<file path="src/rtl/shift_reg_if.sv">
// Data bundle for the shift_reg delay line: the word going in and the delayed word coming out.
interface shift_reg_if #(
    parameter int W = 32
);
    logic [W-1:0] in;
    logic [W-1:0] out;

    modport master (output in, input  out);
    modport slave  (input  in, output out);
endinterface

</file>
<file path="src/rtl/shift_reg.sv">
// Fixed-latency delay line: a W-bit word on bus.in reappears on bus.out D clocks later.
// D=0 degenerates to a combinational wire; the interface W must match this module's W.
module shift_reg #(
    parameter int W = 32,
    parameter int D = 1
) (
    input  logic       clk,
    input  logic       reset,
    shift_reg_if.slave bus
);
    generate
        if (D == 0) begin : g_pass
            // Clock and reset have no load in the pass-through build.
            logic w_unused;
            assign w_unused = clk ^ reset;
            assign bus.out  = bus.in;
        end else begin : g_pipe
            logic [W-1:0] r_stage [D];

            // NOTE: the stages are discrete flops, not a RAM, so every entry is cleared on reset.
            always_ff @(posedge clk or posedge reset) begin
                if (reset) begin
                    for (int i = 0; i < D; i++) r_stage[i] <= '0;
                end else begin
                    r_stage[0] <= bus.in;
                    for (int i = 1; i < D; i++) r_stage[i] <= r_stage[i-1];
                end
            end

            assign bus.out = r_stage[D-1];
        end
    endgenerate
endmodule

</file>
<file path="src/flat_wrapper.sv">
// flat-port wrapper written by rule: the top's interface ports become plain ports
module shift_reg_flat 
#(
    parameter int W = 32,
    parameter int D = 1
)
  (clk, reset, bus_in, bus_out);
  shift_reg_if #(.W(W)) bus_i ();
  input  logic clk;
  input  logic reset;
  input wire logic [$bits(bus_i.in)-1:0] bus_in;
  output wire logic [$bits(bus_i.out)-1:0] bus_out;
  assign bus_i.in = bus_in;
  assign bus_out = bus_i.out;
  shift_reg #(.W(W), .D(D)) u_core (.clk(clk), .reset(reset), .bus(bus_i));
endmodule
</file>
<file path="config.mk">
export PLATFORM = sky130hd
export DESIGN_NAME = shift_reg_flat
export DESIGN_NICKNAME = d
export VERILOG_FILES = /design/src/rtl/shift_reg_if.sv /design/src/rtl/shift_reg.sv /design/src/flat_wrapper.sv
export SDC_FILE = /design/constraint.sdc
export NUM_CORES = 1
export LEC_CHECK = 0
export CAP_MARGIN = 40
export CORE_ASPECT_RATIO = 1.4
export CORE_UTILIZATION = 31
export CTS_CLUSTER_DIAMETER = 30
export CTS_CLUSTER_SIZE = 12
export DETAILED_ROUTE_END_ITERATION = 8
export PLACE_DENSITY = 0.77
export REMOVE_ABC_BUFFERS = 1
export SYNTH_ARGS = -nofsm -noshare
export SYNTH_HDL_FRONTEND = slang
export SYNTH_SLANG_ARGS = --single-unit
</file>
<file path="constraint.sdc">
create_clock -name clk -period 1.3 [get_ports clk]
set_input_delay 0.325 -clock clk [delete_from_list [all_inputs] [get_ports clk]]
set_output_delay 0.325 -clock clk [all_outputs]
set_load 0.03 [all_outputs]
</file>
Yosys cells after proc, flatten, opt, wreduce, memory -nomap -nowiden
Cells that the tools add are included.
{"block": "classes", "addsub": 0, "multipliers": 0, "n_div": 0, "order_cmp": 0, "n_mux": 0, "n_shift": 0, "n_reduce_logical": 0, "n_eq_ne": 0, "bitwise": 0}
{"block": "totals", "output_inout_bits": 32, "ram_bits": 0, "n_memories": 0, "inputBits": 34, "latch_bits": 0, "regBits": 32, "rom_bits": 0, "word_cells": 1}

Logic depth before layout (Yosys ltp)
Gate-level depths: netlist of the first run.
{"block": "depth", "word_depth": 0, "ltp_mapped": 1, "mapped_depth_nobuf": 1}

Worst setup path before layout of the first run
No wires, ideal clock.
{"block": "synth_path", "path_type": "reg2out", "startpoint": "reg u_core.g_pipe.r_stage (netlist bit u_core.bus.out[0])", "endpoint": "out bus_out[0]", "required_time_ns": 0.975, "path_stages_with_launch": 1, "path_slack_ns": 0.508, "t_arrival_ns": 0.467, "path_buffers": 0, "path_cell_list": "dfrtp_1"}
{"element": "from (decl)", "line_no": "shift_reg.sv:18", "rtl": "logic [W-1:0] r_stage [D];"}
{"element": "to (decl)", "line_no": "flat_wrapper.sv:12", "rtl": "output wire logic [$bits(bus_i.out)-1:0] bus_out;"}
No word-level cell between the ends.

Worst setup path after layout of the first run
{"block": "layout_path", "startpoint": "reg u_core.g_pipe.r_stage (netlist bit u_core.bus.out[29])", "endpoint": "out bus_out[29]"}
No word-level cell between the ends.

==> results.json, run 1 <==
{
  "dr_wl_met2_um": 981,
  "gp_congestion": 0.6438,
  "netlist_area_sq_um": 804.5,
  "setup_violations": 0,
  "clk_pin_slew_ps": 90,
  "critical_path_class": "flop to output port",
  "critical_path.startpoint_type": "flop",
  "placed_cell_area_sq_um": 1445,
  "cts_inserted_buffers": 5,
  "core_sq_um": 2417,
  "rsz0062_at_grt": "false",
  "wl_met3_um": 177,
  "grt_pass1_wl_mm": 2.656,
  "drt-initial-drc-count": 2,
  "post-synth-top-area-fraction_pct": 99.53,
  "path_buf_inv": 1,
  "avgSynthCellArea_sq_um": 24.38,
  "antenna_found_initial": 0,
  "io_buffer_count": 65,
  "critical_path.max_stage_delay_ps": 390,
  "grt.overflow.total": 0,
  "period_needed_ps": 1215,
  "critPathTopFamily": "flip-flops",
  "syn_to_final_growth_pct": 83.83,
  "grt_max_degree": 19,
  "synth.most_common_cell": "dfrtp_1",
  "cpMaxStageDelayCell": "dfrtp_1",
  "rows": 21,
  "ioPinCount": 66,
  "die_x_um": 45.06,
  "antenna_left": 0,
  "wl_per_cell_um": 12.30,
  "power.total_uw": 1918,
  "status": "complete, no violations",
  "fin_area_sq_um": 1479,
  "yosysUniqueCellTypes": 2,
  "htree_levels": 2,
  "drtPass1Iterations": 2,
  "grt_pass1_vias": 569,
  "tritoncts": "yes",
  "fmax_mhz": 823.1,
  "final_max_slew_viol_count": 0,
  "start_util_pct": 33.28,
  "grtUsageTotal_pct": 14.36,
  "synthArstFlopShare_pct": 100.0,
  "root_buffer": "clkbuf_4",
  "cts_buffer_depth": 2,
  "nMultiInputCombCells": 0,
  "layout-drive-gt1-share_pct": 37.04,
  "required_ps": 980,
  "crit_fanout": 1,
  "drc": 0,
  "die-area_sq_um": 2806,
  "hp-class": "input port to asynchronous set/reset pin",
  "highest_layer": "met4",
  "end_kind": "output port",
  "ys_ff_latch": 32,
  "final_core_util_pct": 61.18,
  "vias_per_cell": 3.838,
  "critPathArrivalTime_ps": 890,
  "met1Wirelength_um": 501,
  "irDropWorstVdd_v": 0.0008343,
  "ys.flop_type": "dfrtp_1",
  "dp_hpwl_mm": 1.388,
  "largest_reg_flops": 32,
  "worst_pin_slew_ps": 215.8,
  "syn_inst": 33,
  "power.density_nw_per_um2": 1297,
  "vias": 545,
  "crit_chain": "buf_4",
  "yosysSeqAreaShare_pct": 99.53,
  "die_h_um": 62.28,
  "hold_violations": 0,
  "routed_wl_mm": 1.747,
  "cap_violations": 0,
  "num-fill-cells": 207,
  "synth_largest_area_cell": "dfrtp_1",
  "cts.sink_count": 32,
  "cp-startpoint": "u_core.bus.out[29]$_DFF_PP0_",
  "synth.area.top_cells": "dfrtp_1, inv_1",
  "multi_input_area_sq_um": 0,
  "nNetsFinal": 141,
  "dp_cells": 134,
  "layout.cells.non_filler": 142,
  "maxSlewHeadroom_pct": 85.61,
  "cts_hold_buffers": 0,
  "hold-worst-slack_ps": 323.4,
  "ys_warn_count": 0,
  "leakage_uw": 0.0006989,
  "fin_crit_sh_pct": 93.45,
  "synth_edf_count": 0,
  "synth.top_cells.by_count": "dfrtp_1, inv_1",
  "diodes": 0
}
==> through the flow <==
stage               setup TNS, ps  setup WS [ps]
floorplan                       0          284.2
global placement                0          22.18
detailed placement              0          9.269
CTS                        -5.413         -5.413
global route                    0          53.26
finish                          0          85.14
==> power by group <==
| group | switching, uW | internal, uW | total [uW] |
|---|---|---|---|
| clock network | 288 | 266 | 554 |
| registers | 13.3 | 1040 | 1060 |
| logic | 158 | 149 | 306 |
==> path summary, 6_finish.rpt <==
check | cells after the start | to
min in group clk | 1 | u_core.bus.out[11]$_DFF_PP0_
max in group asynchronous | 3 | u_core.bus.out[0]$_DFF_PP0_
hold / removal | 3 | u_core.bus.out[6]$_DFF_PP0_
setup / recovery | 1 | bus_out[29]
==> layout by cell type, fill, tap and decap left out <==
master,count
dfrtp_1,32
clkbuf_8,1
clkdlybuf4s50_1,33
inv_1,1
buf_4,29
clkbuf_4,5
buf_2,5
clkbuf_1,2
==> cell type report <==
cell class | instances | area [sq um] | area share (%)
flip-flops and latches | 32 | 800.8 | 54.15
repair buffers | 67 | 573.1 | 38.75
clock buffers | 8 | 58.81 | 3.976
well taps | 34 | 42.54 | 2.876
inverters | 1 | 3.754 | 0.2538
==> cells by family (layout without fill, tap and decap cells) <==
group / Yosys count / count (layout) / synth area share [%]
DFF: 32 / 32 / 99.53
buffers and inverters: 1 / 76 / 0.4661
==> layer usage <==
| layer | global-route usage [%] | vias up |
|---|---|---|
| met5 | 0 | - |
| met4 | 12.50 | 0 |
| met3 | 6.105 | 9 |
| met2 | 23.37 | 39 |
| met1 | 12.40 | 250 |
| li1 | - | 247 |
==> what timing repair did <==
item,CTS,global route
resized for setup,17,8
gates cloned,0,0
buffers inserted,0,0
endpoints found under the hold margin,0,0
endpoints found under the setup margin,5,4
(Power assumes the default switching activity.)
==> run 2, diff against run 1 <==
CTS_CLUSTER_DIAMETER = default   (was 30)
TNS_END_PERCENT = 50   (was default)
==> run 2 against run 1 <==
Combinational power about the same. Sequential share of layout area decreased by 0.45 points. Maximum frequency down 4.9%. Clock power barely moved. Count of clock-buffer cells in the layout is the same. Via count stayed put. Sequential power about the same. Power rose by 0.11%. Flip-flop and latch count unchanged. Critical path depth unchanged. Die area unchanged. Largest cell class unchanged. Largest power group unchanged.
==> results.json, run 2 (synthesis gave the netlist of run 1 again) <==
{
  "critPathArrivalTime_ps": 950,
  "postCtsSetupRepairBufs": 0,
  "critical_path.startpoint_type": "flop",
  "fmax_mhz": 782.5,
  "fin_crit_sh_pct": 98.30,
  "die-area_sq_um": 2806,
  "critical_path_class": "flop to output port",
  "rows": 21,
  "io_buffer_count": 65,
  "cts_inserted_buffers": 5,
  "maxSlewHeadroom_pct": 85.61,
  "layout-drive-gt1-share_pct": 37.04,
  "multi_input_area_sq_um": 0,
  "required_ps": 980,
  "cap_violations": 0,
  "layout.cells.non_filler": 142,
  "crit_chain": "clkdlybuf4s15_2",
  "syn_to_final_growth_pct": 85.38,
  "hold_violations": 0,
  "drc": 0,
  "ioPinCount": 66,
  "nMultiInputCombCells": 0,
  "cts.sink_count": 32,
  "end_kind": "output port",
  "cts_hold_buffers": 0,
  "tritoncts": "yes",
  "final_core_util_pct": 61.70,
  "vias": 545,
  "layout_common_cells": "clkdlybuf4s50_1, dfrtp_1, buf_4",
  "clk_pin_slew_ps": 90,
  "grt_pass1_wl_mm": 2.656,
  "hold-worst-slack_ps": 323.4,
  "critPathTopFamily": "flip-flops",
  "path_buf_inv": 1,
  "gp_congestion": 0.6438,
  "layout_commonest_cell": "clkdlybuf4s50_1",
  "fin_tns_setup_ps": 0,
  "wl_per_cell_um": 12.27,
  "die_x_um": 45.06,
  "status": "complete, no violations",
  "drt-initial-drc-count": 2,
  "irDropWorstVdd_v": 0.0008343,
  "dp_cells": 134,
  "power.total_uw": 1920,
  "nNetsFinal": 141,
  "drtPass1Iterations": 2,
  "htree_levels": 2,
  "diodes": 0,
  "crit_fanout": 1,
  "power.density_nw_per_um2": 1287,
  "die_h_um": 62.28,
  "grt.overflow.total": 0,
  "grt_max_degree": 19,
  "dp_hpwl_mm": 1.388,
  "cts_buffer_depth": 2,
  "final_max_slew_viol_count": 0,
  "root_buffer": "clkbuf_4",
  "worst_pin_slew_ps": 215.8,
  "grt_pass1_vias": 569,
  "start_util_pct": 33.28,
  "path_depth": 1,
  "cpMaxStageDelayCell": "dfrtp_1",
  "largest_reg_flops": 32,
  "antenna_found_initial": 0,
  "rsz0062_at_grt": "true",
  "routed_wl_mm": 1.742,
  "grtUsageTotal_pct": 14.36,
  "vias_per_cell": 3.838,
  "core_sq_um": 2417,
  "critical_path.max_stage_delay_ps": 360,
  "num-fill-cells": 203,
  "leakage_uw": 0.0007005,
  "antenna_left": 0,
  "setup_violations": 0,
  "period_needed_ps": 1278,
  "hp-class": "input port to asynchronous set/reset pin"
}
run 2: report_power, final:
group          switching (uW)  internal (uW)
registers                13.4           1040
clock network             288            266
logic                     157            151
total                     459           1460
run 2: cell type report:
type / count / area (sq um) / share of cell area (%)
Sequential cell: 32 / 800.8 / 53.69
Tap cell: 34 / 42.54 / 2.852
Inverter: 1 / 3.754 / 0.2517
Timing Repair Buffer: 67 / 585.6 / 39.26
Clock buffer: 8 / 58.81 / 3.943
run 2: repair_timing:
item	CTS	global route
resized for setup	17	4
pin swaps	0	0
gates cloned	0	0
setup endpoints to repair	5	4
run 2: metrics by stage:
| stage | cell area [sq um] | setup slack (ps) |
|---|---|---|
| after floorplan | 804.5 | 284.2 |
| after global placement | 1445 | 22.18 |
| after detailed placement | 1445 | 9.269 |
| after CTS | 1504 | -5.413 |
| after global routing | 1491 | -14.50 |
| final | 1491 | 22.06 |
run 2: layer usage:
| layer | wire, um | global-route usage, % | up-vias |
|---|---|---|---|
| met5 | 0 | 0 | - |
| met4 | 87 | 12.50 | 0 |
| met3 | 177 | 6.105 | 9 |
| met2 | 981 | 23.37 | 39 |
| met1 | 496 | 12.40 | 250 |
| li1 | - | - | 247 |
run 2: final timing paths:
path                                                end                          from  slack, ps
max                                         bus_out[22]  u_core.bus.out[22]$_DFF_PP0_         20
min                         u_core.bus.out[6]$_DFF_PP0_                         reset        320
max in group asynchronous   u_core.bus.out[0]$_DFF_PP0_                         reset        770
min in group clk           u_core.bus.out[11]$_DFF_PP0_                    bus_in[11]        430
==> run 3, diff against run 2 <==
ABC_AREA = 1   (was default)
CORE_UTILIZATION = 32   (was 31)
CTS_BUF_LIST = sky130_fd_sc_hd__clkbuf_8   (was default)
PLACE_DENSITY = 0.79   (was 0.77)
==> run 3 against run 2 <==
Setup slack better by 37 ps. Count of clock-buffer cells in the layout decreased by 1. Global-route usage about the same. Critical endpoint is now bus_out[23]. Via count up 4.8%. Largest cell class unchanged.
==> results.json, run 3 (synthesis gave the netlist of run 1 again) <==
{
  "status": "complete, no violations",
  "antenna_left": 0,
  "fin_tns_setup_ps": 0,
  "multi_input_area_sq_um": 0,
  "cts_inserted_buffers": 5,
  "required_ps": 980,
  "hold_violations": 0,
  "critPathTopFamily": "flip-flops",
  "grt.overflow.total": 0,
  "htree_levels": 2,
  "pwr-share-seq_pct": 44.6,
  "cts_buffer_depth": 2,
  "setup_violations": 0,
  "switching_share_pct": 21.03,
  "clkPwrFrac_pct": 42.2,
  "drc": 0,
  "io_buffer_count": 65,
  "seq_area_sq_um": 800.8,
  "intPower_uw": 1878,
  "dp_hpwl_mm": 1.328,
  "p_sw_uw": 500.0,
  "drt-initial-drc-count": 27,
  "grt_pass1_wl_mm": 2.525,
  "nNetsFinal": 140,
  "largest_reg_flops": 32,
  "cpMaxStageDelayCell": "dfrtp_1",
  "num-fill-cells": 166,
  "antenna_found_initial": 0,
  "vias_per_cell": 4.050,
  "end_kind": "output port",
  "critPathArrivalTime_ps": 920,
  "postCtsSetupRepairBufs": 0,
  "grt_max_degree": 33,
  "layout-drive-gt1-share_pct": 38.32,
  "diodes": 0,
  "fin_crit_sh_pct": 95.46,
  "grt_pass1_vias": 605,
  "wl_per_cell_um": 12.28,
  "irDropWorstVdd_v": 0.001036,
  "leakage_uw": 0.0007347,
  "final_max_slew_viol_count": 0,
  "root_buffer": "clkbuf_8",
  "power.density_nw_per_um2": 1499,
  "die-area_sq_um": 2721,
  "worst_pin_slew_ps": 175.1,
  "fmax_mhz": 805.8,
  "core_sq_um": 2391,
  "rsz0062_at_grt": "false",
  "power.total_uw": 2378,
  "vias": 571,
  "critical_path.startpoint_type": "flop",
  "path_buf_inv": 1,
  "crit_chain": "clkdlybuf4s15_2",
  "hp-class": "input port to asynchronous set/reset pin",
  "crit_fanout": 1,
  "nMultiInputCombCells": 0,
  "layout_commonest_cell": "clkdlybuf4s50_1",
  "pwr-share-comb_pct": 13.2,
  "die_x_um": 44.38,
  "ioPinCount": 66,
  "critical_path_class": "flop to output port",
  "grtUsageTotal_pct": 14.37,
  "start_util_pct": 33.65,
  "tritoncts": "yes",
  "maxSlewHeadroom_pct": 88.38,
  "gp_congestion": 0.5755,
  "layout_common_cells": "clkdlybuf4s50_1, dfrtp_1, buf_4",
  "die_h_um": 61.33,
  "cp-startpoint": "u_core.bus.out[23]$_DFF_PP0_",
  "rows": 21,
  "routed_wl_mm": 1.732,
  "syn_to_final_growth_pct": 97.20,
  "cap_violations": 0,
  "cts.sink_count": 32,
  "drtPass1Iterations": 2,
  "period_needed_ps": 1241,
  "critical_path.max_stage_delay_ps": 360,
  "clk_pin_slew_ps": 60
}
==> run 3: cell count changes in the layout (fill, tap and decap cells not counted) <==
cell,delta
clkdlybuf4s15_2,+4
clkbuf_8,+6
buf_12,+1
bufinv_16,+1
clkbuf_1,-2
clkbuf_4,-5
buf_4,-3
buf_2,-3
==> run 3: tightest hold or removal path, stage by stage <==
cell             delay [ps]
clkdlybuf4s50_1         400
inv_1                   100
buf_12                  210
==> run 3: cell type report <==
type,instances,share of cell area [%]
clock inverter,1,1.893
sequential,32,50.47
inverter,1,0.2366
clock buffer,7,6.073
timing repair buffer,66,38.64
tap,34,2.681
==> run 3: power by group through the flow <==
stage | Sequential [uW] | Combinational, uW | Clock, uW
6_report | 1060 | 314 | 1000
5_1_grt | 1060 | 331 | 1070
3_5_place_dp | 1080 | 320 | 0
2_1_floorplan | 1180 | 14.7 | 0
4_1_cts | 1060 | 318 | 1040
3_3_place_gp | 1080 | 314 | 0
==> run 3: worst max path at each step <==
stage / endpoint / cells after the start / slack, ps
detailed placement: bus_out[23] / 1 / -8
finish: bus_out[23] / 1 / 60
global route: bus_out[2] / 1 / 30
CTS: bus_out[23] / 1 / 40
floorplan: u_core.bus.out[0]$_DFF_PP0_ / 1 / 280
global placement: bus_out[8] / 1 / 20
==> run 3: what timing repair did <==
action / 4_1_cts / 5_1_grt
endpoints found under the setup margin: 6 / 0
hold buffers: 0 / 0
resized for setup: 18 / 0
==> run 3: per-stage QoR <==
stage          utilization, %  cells  area (sq um)  hold WS, ps  worst slack (ps)
2_1_floorplan               -     33         804.5        356.4             284.2
3_3_place_gp            60.75    133          1453        680.7             21.62
3_5_place_dp            60.75    133          1453        684.5            -7.853
4_1_cts                 66.35    141          1587        390.6             36.08
5_1_grt                 66.35    141          1587        411.1             28.88
6_report                66.35    141          1587        397.5             59.03
==> run 3: per-layer routing <==
metal / share of wire (%) / up-vias / GRT usage [%]
met5: 0 / - / 0
met4: 2.3 / 0 / 11.69
met3: 15 / 4 / 8.211
met2: 52 / 53 / 24.37
met1: 31 / 271 / 11.79
li1: - / 243 / -
